`src/rtl/axis_rr_arbiter_if.sv`:
```
// axis_rr_arbiter_if: handshake taps and grant outputs shared between the arbiter and its surroundings.
interface axis_rr_arbiter_if #(
    parameter int PORT_NUM = 4
);
    localparam int IW = $clog2(PORT_NUM);
    logic [PORT_NUM-1:0] en_i;
    logic [PORT_NUM-1:0] s_axi_vld_i;
    logic [PORT_NUM-1:0] s_axi_lst_i;
    logic                m_axi_rdy_i;
    logic [PORT_NUM-1:0] mux_ctrl_o;
    logic [IW-1:0]       grant_idx_o;
    logic                busy_o;
    logic                ovf_o;
    modport master (
        input  en_i, s_axi_vld_i, s_axi_lst_i, m_axi_rdy_i,
        output mux_ctrl_o, grant_idx_o, busy_o, ovf_o
    );
    modport slave (
        output en_i, s_axi_vld_i, s_axi_lst_i, m_axi_rdy_i,
        input  mux_ctrl_o, grant_idx_o, busy_o, ovf_o
    );
endinterface

```
`src/rtl/axis_rr_arbiter.sv`:
```
// axis_rr_arbiter: packet-locking round-robin grant for axis_mux, with a beat-count watchdog.
module axis_rr_arbiter #(
    parameter int PORT_NUM  = 4,
    parameter int MAX_BEATS = 256,
    parameter int CNT_WIDTH = $clog2(MAX_BEATS + 1)
) (
    input logic clk_i,
    input logic rst_i,
    axis_rr_arbiter_if.master a
);
    localparam int IW = $clog2(PORT_NUM);
    typedef enum logic {IDLE, LOCK} state_t;
    state_t state_q, state_d;
    logic [PORT_NUM-1:0]  grant_q, grant_d, req;
    logic [IW-1:0]        idx_q, idx_d, last_q, last_d, win;
    logic [CNT_WIDTH-1:0] cnt_q, cnt_d;
    logic ovf_q, ovf_d, win_vld, beat, lst, at_max, pkt_end;
    assign req = a.s_axi_vld_i & a.en_i;
    // Scan from farthest to nearest so the nearest requester after last_q wins.
    always_comb begin
        win     = last_q;
        win_vld = 1'b0;
        for (int k = PORT_NUM; k >= 1; k--) begin
            if (req[(int'(last_q) + k) % PORT_NUM]) begin
                win     = IW'((int'(last_q) + k) % PORT_NUM);
                win_vld = 1'b1;
            end
        end
    end
    assign beat    = |(grant_q & a.s_axi_vld_i) & a.m_axi_rdy_i;
    assign lst     = |(grant_q & a.s_axi_lst_i);
    assign at_max  = (cnt_q + 1'b1) == CNT_WIDTH'(MAX_BEATS);
    assign pkt_end = (state_q == LOCK) & beat & (lst | at_max);
    always_comb begin
        state_d = state_q;
        grant_d = grant_q;
        idx_d   = idx_q;
        last_d  = last_q;
        cnt_d   = beat ? cnt_q + 1'b1 : cnt_q;
        ovf_d   = pkt_end & ~lst;
        if (state_q == IDLE || pkt_end) begin
            state_d = win_vld ? LOCK : IDLE;
            grant_d = win_vld ? PORT_NUM'(1) << win : '0;
            idx_d   = win_vld ? win : '0;
            last_d  = win_vld ? win : last_q;
            cnt_d   = '0;
        end
    end
    always_ff @(posedge clk_i) begin
        if (rst_i) begin
            state_q <= IDLE;
            grant_q <= '0;
            idx_q   <= '0;
            last_q  <= IW'(PORT_NUM - 1);
            cnt_q   <= '0;
            ovf_q   <= 1'b0;
        end else begin
            state_q <= state_d;
            grant_q <= grant_d;
            idx_q   <= idx_d;
            last_q  <= last_d;
            cnt_q   <= cnt_d;
            ovf_q   <= ovf_d;
        end
    end
    assign a.mux_ctrl_o  = grant_q;
    assign a.grant_idx_o = idx_q;
    assign a.busy_o      = state_q == LOCK;
    assign a.ovf_o       = ovf_q;
endmodule

```
`src/flat_wrapper.sv`:
```
// flat-port wrapper written by rule: the top's interface ports become plain ports
module axis_rr_arbiter_flat 
#(
    parameter int PORT_NUM  = 4,
    parameter int MAX_BEATS = 256,
    parameter int CNT_WIDTH = $clog2(MAX_BEATS + 1)
)
  (clk_i, rst_i, a_en_i, a_s_axi_vld_i, a_s_axi_lst_i, a_m_axi_rdy_i, a_mux_ctrl_o, a_grant_idx_o, a_busy_o, a_ovf_o);
  axis_rr_arbiter_if #(.PORT_NUM(PORT_NUM)) a_i ();
  input logic clk_i;
  input logic rst_i;
  input wire logic [$bits(a_i.en_i)-1:0] a_en_i;
  input wire logic [$bits(a_i.s_axi_vld_i)-1:0] a_s_axi_vld_i;
  input wire logic [$bits(a_i.s_axi_lst_i)-1:0] a_s_axi_lst_i;
  input wire logic [$bits(a_i.m_axi_rdy_i)-1:0] a_m_axi_rdy_i;
  output wire logic [$bits(a_i.mux_ctrl_o)-1:0] a_mux_ctrl_o;
  output wire logic [$bits(a_i.grant_idx_o)-1:0] a_grant_idx_o;
  output wire logic [$bits(a_i.busy_o)-1:0] a_busy_o;
  output wire logic [$bits(a_i.ovf_o)-1:0] a_ovf_o;
  assign a_i.en_i = a_en_i;
  assign a_i.s_axi_vld_i = a_s_axi_vld_i;
  assign a_i.s_axi_lst_i = a_s_axi_lst_i;
  assign a_i.m_axi_rdy_i = a_m_axi_rdy_i;
  assign a_mux_ctrl_o = a_i.mux_ctrl_o;
  assign a_grant_idx_o = a_i.grant_idx_o;
  assign a_busy_o = a_i.busy_o;
  assign a_ovf_o = a_i.ovf_o;
  axis_rr_arbiter #(.PORT_NUM(PORT_NUM), .MAX_BEATS(MAX_BEATS), .CNT_WIDTH(CNT_WIDTH)) u_core (.clk_i(clk_i), .rst_i(rst_i), .a(a_i));
endmodule
```
`config.mk`:
```
export PLATFORM = sky130hd
export DESIGN_NAME = axis_rr_arbiter_flat
export DESIGN_NICKNAME = d
export VERILOG_FILES = /design/src/rtl/axis_rr_arbiter_if.sv /design/src/rtl/axis_rr_arbiter.sv /design/src/flat_wrapper.sv
export SDC_FILE = /design/constraint.sdc
export NUM_CORES = 1
export LEC_CHECK = 0
export BUFFER_PORTS_ARGS = -buffer_cell sky130_fd_sc_hd__clkbuf_2
export CAP_MARGIN = 20
export CORE_ASPECT_RATIO = 0.9
export CORE_MARGIN = 4
export CORE_UTILIZATION = 54
export CTS_CLUSTER_SIZE = 25
export DETAILED_ROUTE_END_ITERATION = 10
export PLACE_DENSITY_LB_ADDON = 0.12
export SYNTH_ARGS = -nofsm -noshare
export SYNTH_HDL_FRONTEND = slang
export SYNTH_SLANG_ARGS = --single-unit
```
`constraint.sdc`:
```
create_clock -name clk_i -period 2.66 [get_ports clk_i]
set_clock_uncertainty 0.05 [all_clocks]
set_input_delay 0.665 -clock clk_i [delete_from_list [all_inputs] [get_ports clk_i]]
set_output_delay 0.665 -clock clk_i [all_outputs]
set_load 0.005 [all_outputs]
```
Word-level counts from Yosys, hierarchy flattened. Index checks and enable logic that the tools add are counted.

Bits of input ports: 15. Logic and storage cells: 63. Register bits: 19. Output and inout port bits: 8.

$lt $le $gt $ge: 4. Mux-type cells: 23. Shift operators: 1. Equal/unequal tests: 1. Bitwise operators: 14. Reduce and logical (&&, ||, !) cells: 9. $add $sub $neg: 5.

Operator list (count): 3-bit by 4-bit less-than comparator with 1-bit output, second input constant (4); 1-bit two-way mux (13); 4-bit bitwise AND (3); 2-bit two-way mux (5); 2-bit OR reduction (5); 9-bit by 1-bit adder with 9-bit output, second input constant (1); 9-bit equality test, second input constant (1); 1-bit binary-select mux with 2-bit select (4); 4-bit OR reduction (2); 2-bit by 1-bit adder with 2-bit output, second input constant (2); 2-bit adder, second input constant (2); 1-bit bitwise AND (4); 1-bit bitwise AND, first input constant (4); 4-bit two-way mux (1); 1-bit by 2-bit left shift with 4-bit output, first input constant (1); 1-bit inverter (2); 2-bit AND reduction (1); 1-bit logical OR (1); 1-bit bitwise OR (1).

Depth between registers and ports, before layout.
Depth in word-level cells: 12. Mapped depth: 8. Depth with buffers taken out: 7.

Worst setup path after synthesis. OpenSTA, ideal clock, no wires.

Path kind: input-to-reg. Start: in a_s_axi_lst_i[0]. End: reg u_core.last_q[1]. Arrival: 2.015 ns. Setup time: 0.120 ns. Path slack: 0.476 ns. Path buffers: 0. Stages on the path: 6. Required time: 2.490 ns. Cells stage by stage: a222oi_1 -> nand3_1 -> nor4_2 -> a211oi_4 -> and3_1 -> a211o_1.

Longest elaborated chain between the ends: 6.

Ends and longest elaborated chain: start: declaration (RTL line flat_wrapper.sv:14) `input wire logic [$bits(a_i.s_axi_lst_i)-1:0] a_s_axi_lst_i;`; 4-bit bitwise AND (RTL line axis_rr_arbiter.sv:31) `assign lst = |(grant_q & a.s_axi_lst_i);`; 4-bit OR reduction (RTL line axis_rr_arbiter.sv:31); 1-bit bitwise OR (RTL line axis_rr_arbiter.sv:33) `assign pkt_end = (state_q == LOCK) & beat & (lst | at_max);`; 1-bit bitwise AND (RTL line axis_rr_arbiter.sv:33); 1-bit logical OR (RTL line axis_rr_arbiter.sv:41) `if (state_q == IDLE || pkt_end) begin`; 2-bit AND reduction (no source line); end signal: assignment (RTL line axis_rr_arbiter.sv:54) `last_q <= IW'(PORT_NUM - 1);`; end signal: assignment (RTL line axis_rr_arbiter.sv:61) `last_q <= last_d;`; end: declaration (RTL line axis_rr_arbiter.sv:15) `logic [IW-1:0] idx_q, idx_d, last_q, last_d, win;`.

Every way passes these cells. A chain may end at the register's enable or synchronous reset.

Worst setup path after layout.
Start: reg u_core.cnt_q[4]. End: reg u_core.last_q[1].

Longest elaborated chain between the ends: 6.

Ends and longest elaborated chain: start: declaration (RTL line axis_rr_arbiter.sv:16) `logic [CNT_WIDTH-1:0] cnt_q, cnt_d;`; start signal: assignment (RTL line axis_rr_arbiter.sv:62) `cnt_q <= cnt_d;`; 9-bit by 1-bit adder with 9-bit output (RTL line axis_rr_arbiter.sv:32) `assign at_max = (cnt_q + 1'b1) == CNT_WIDTH'(MAX_BEATS);`; 9-bit equality test (RTL line axis_rr_arbiter.sv:32); 1-bit bitwise OR (RTL line axis_rr_arbiter.sv:33); 1-bit bitwise AND (RTL line axis_rr_arbiter.sv:33); 1-bit logical OR (RTL line axis_rr_arbiter.sv:41); 2-bit AND reduction (no source line).

Every way passes these cells.

==> metrics <==
leading cell type in the layout, fill and taps excluded clkbuf_2; CORE AREA about 2000 µm²; Tightest Pin Transition 0.692 ns; Num CTS Buffers 3; max-slew violations 0; Pre-antenna DRT Iters 5; Worst slew margin about 53%; GRT Util Overall a little under a fifth; clock sinks 19; Pwr Density between 400 and 500 nW/µm²; Max Fanout on Critical Path 15; CTS Hold Bufs 0; Post-synth EDFFs 0; final wirelength around 2.6 mm; dpl hpwl slightly below 2 mm; DIE HEIGHT around 52 µm; Antenna Nets Post-Route 0; Root Buffer clkbuf_4; routability cong. 0.881; critical path class reg2reg; hold crit path type reg2reg; Area Overhead vs Synth 12.1%; initial drt markers 64; final core utilization approximately two thirds; Worst EP arrival ~2.6 ns; full die area 3010 µm²; Yosys reg bits 19; routed len/inst between 10 and 15 µm; xor-xnor portion of the synthesized cell area 7.38%; mux cell area share after synthesis 2.53%; Mapped Area 1190 µm²; first-pass GRT wire length approximately 4.4 mm; Via density roughly 5.9; Max VDD drop between 0.4 and 0.5 mV; antenna violations before repair 0; Final setup viols 0; crit-path max cell delay between 0.5 and 0.6 ns; Setup crit end kind register; Leak around 0.52 nW; Compound-Gate Fraction of Synth Area about 17%; vias in the first global route approximately 980; # DRC 0; Hold Vio Cnt, Final 0; Simple-Gate Fraction of Synth Area about a third; Syn Area/Cell between 8 and 9 µm²; cells after synthesis around 130; Post-CTS Setup Bufs 0; fmax 0.414 GHz; adder-cell area share of the yosys netlist around 2.1%; worst skew pair latency around 0.31 ns; share of the yosys chip area belonging to registers around a third; row count 15; Area after DPL ~1300 µm²; CP Launch Type register; Starting Density about three fifths; Ports 23; CTS tree built; H-tree depth 1; Final WS setup about 0.25 ns; main combinational cell family by area after synthesis simple AND/OR/NAND/NOR gates; fin nets ~170; Ys Warns 0; crit-path cells nand4_1, nor4_4, nor4_2, a211oi_4, nand2_1, a211o_1; Resize count post-CTS 0; RSZ-0062 raised after global routing no; via count approximately 1100; Max-Cap Viols 0; dpl ws roughly 0.22 ns; Diodes inserted 0; Post-synth ARST share 0%; crit path max-delay cell type dfxtp_1; Die W approximately 57 µm; Post-Syn Nets 150; Fill cells 170; CTS max path bufs 2; final worst path period need roughly 2.4 ns; maximum number of pins on one net before global-route repair 16; dpl cells roughly 180; TNS Setup 0 ns; worst path required time between 2 and 3 ns; clock-pin slew on the worst setup and hold paths between 0.1 and 0.15 ns; Synth cell types 48; Post-Layout Cell Count 180; GRT Residual Overflow 0; Post-Layout Inst Area about 1300 µm²; Period Utilization, post-route slightly above 90%; Buffers on Ports 22; ys flop type dfxtp_1; most frequent cells in the layout 22 x clkbuf_2, 19 x dfxtp_1, 11 x nand2_1; share of cells above drive strength 1 32.9%; outcome complete, no violations
layer usage:
layer / global-route usage [%] / up-vias / part of all wire, %
met5: 0 / - / 0
met4: 10.4 / 0 / 2.7
met3: 3.94 / 7 / 8.1
met2: 26.9 / 43 / 39
met1: 27.1 / 488 / 50
li1: - / 528 / -
cells by family (layout without fill, tap and decap cells):
group | after synthesis | after routing
AND/OR/NAND/NOR | 65 | 65
buffers and inverters | 8 | 30
XOR/XNOR | 10 | 10
flip-flops | 19 | 19
multiplexers | 3 | 3
adder cells (fa/ha/maj) | 2 | 2
AO/OA/AOI/OAI | 26 | 26
synthesized netlist by cell type (2+ instances only):
cell type / n / share of area [%]
xor2_1: 6 / 4.4
o21ai_1: 4 / 1.7
mux2i_1: 3 / 2.5
nor4_1: 3 / 1.6
or2b_1: 2 / 1.3
nor2_1: 8 / 2.5
nor4_2: 2 / 2.1
nand4_1: 3 / 1.6
a21oi_1: 5 / 2.1
nand3_1: 8 / 3.4
nand2_1: 11 / 3.5
and3_1: 2 / 1.1
xnor2_1: 4 / 3.0
a22oi_1: 3 / 1.9
buf_4: 3 / 1.9
nand2b_1: 3 / 1.6
nor2_2: 9 / 4.7
dfxtp_1: 19 / 32
buf_6: 3 / 2.8
nand4b_1: 2 / 1.5
nor3_1: 2 / 0.84
ha_1: 2 / 2.1
area by class of cell:
class,count,area [µm²],area share (%)
multi-input cells,106,742,55.8
clock inverters,1,5.00,0.376
clock buffers,3,22.5,1.69
flip-flops and latches,19,380,28.6
inverters,1,3.75,0.282
well taps,25,31.3,2.35
repair buffers,25,145,10.9
final timing paths:
| path | endpoint | slack [ns] | depth (start not counted) | from |
|---|---|---|---|---|
| worst max-delay path | u_core.last_q[1] | 0.25 | 6 | u_core.cnt_q[4] |
| worst min-delay path | u_core.a.grant_idx_o[0] | 0.43 | 2 | u_core.a.grant_idx_o[0] |
| worst max register to register | u_core.last_q[1] | 0.25 | 6 | u_core.cnt_q[4] |
| worst min register to register | u_core.a.grant_idx_o[0] | 0.43 | 2 | u_core.a.grant_idx_o[0] |
per-stage QoR:
stage | power [W] | hold slack, ns
finish | 0.000542 | 0.432
global route | 0.000569 | 0.467
CTS | 0.000543 | 0.434
detailed placement | 0.000397 | 0.418
global placement | 0.000395 | 0.405
floorplan | 0.000365 | 0.409
power breakdown:
part           switching (W)   total, W  leakage (nW)  internal, W
registers         0.00000719   0.000299         0.154     0.000292
logic              0.0000517  0.0000929         0.343    0.0000412
clock network      0.0000940   0.000150        0.0177    0.0000562
critical path, delay by kind of cell, from the launching register on:
kind	cells	cell delay, ns
flops	1	0.59
compound gates	2	0.84
simple gates	4	0.83
sequential cells by signal, indices dropped and copies added, names as in the netlist:
name,flops
u_core.cnt_q,9
u_core.a.mux_ctrl_o,4
u_core.a.grant_idx_o,2
u_core.last_q,2
u_core.a.busy_o,1
u_core.a.ovf_o,1
(Power assumes the default switching activity.)
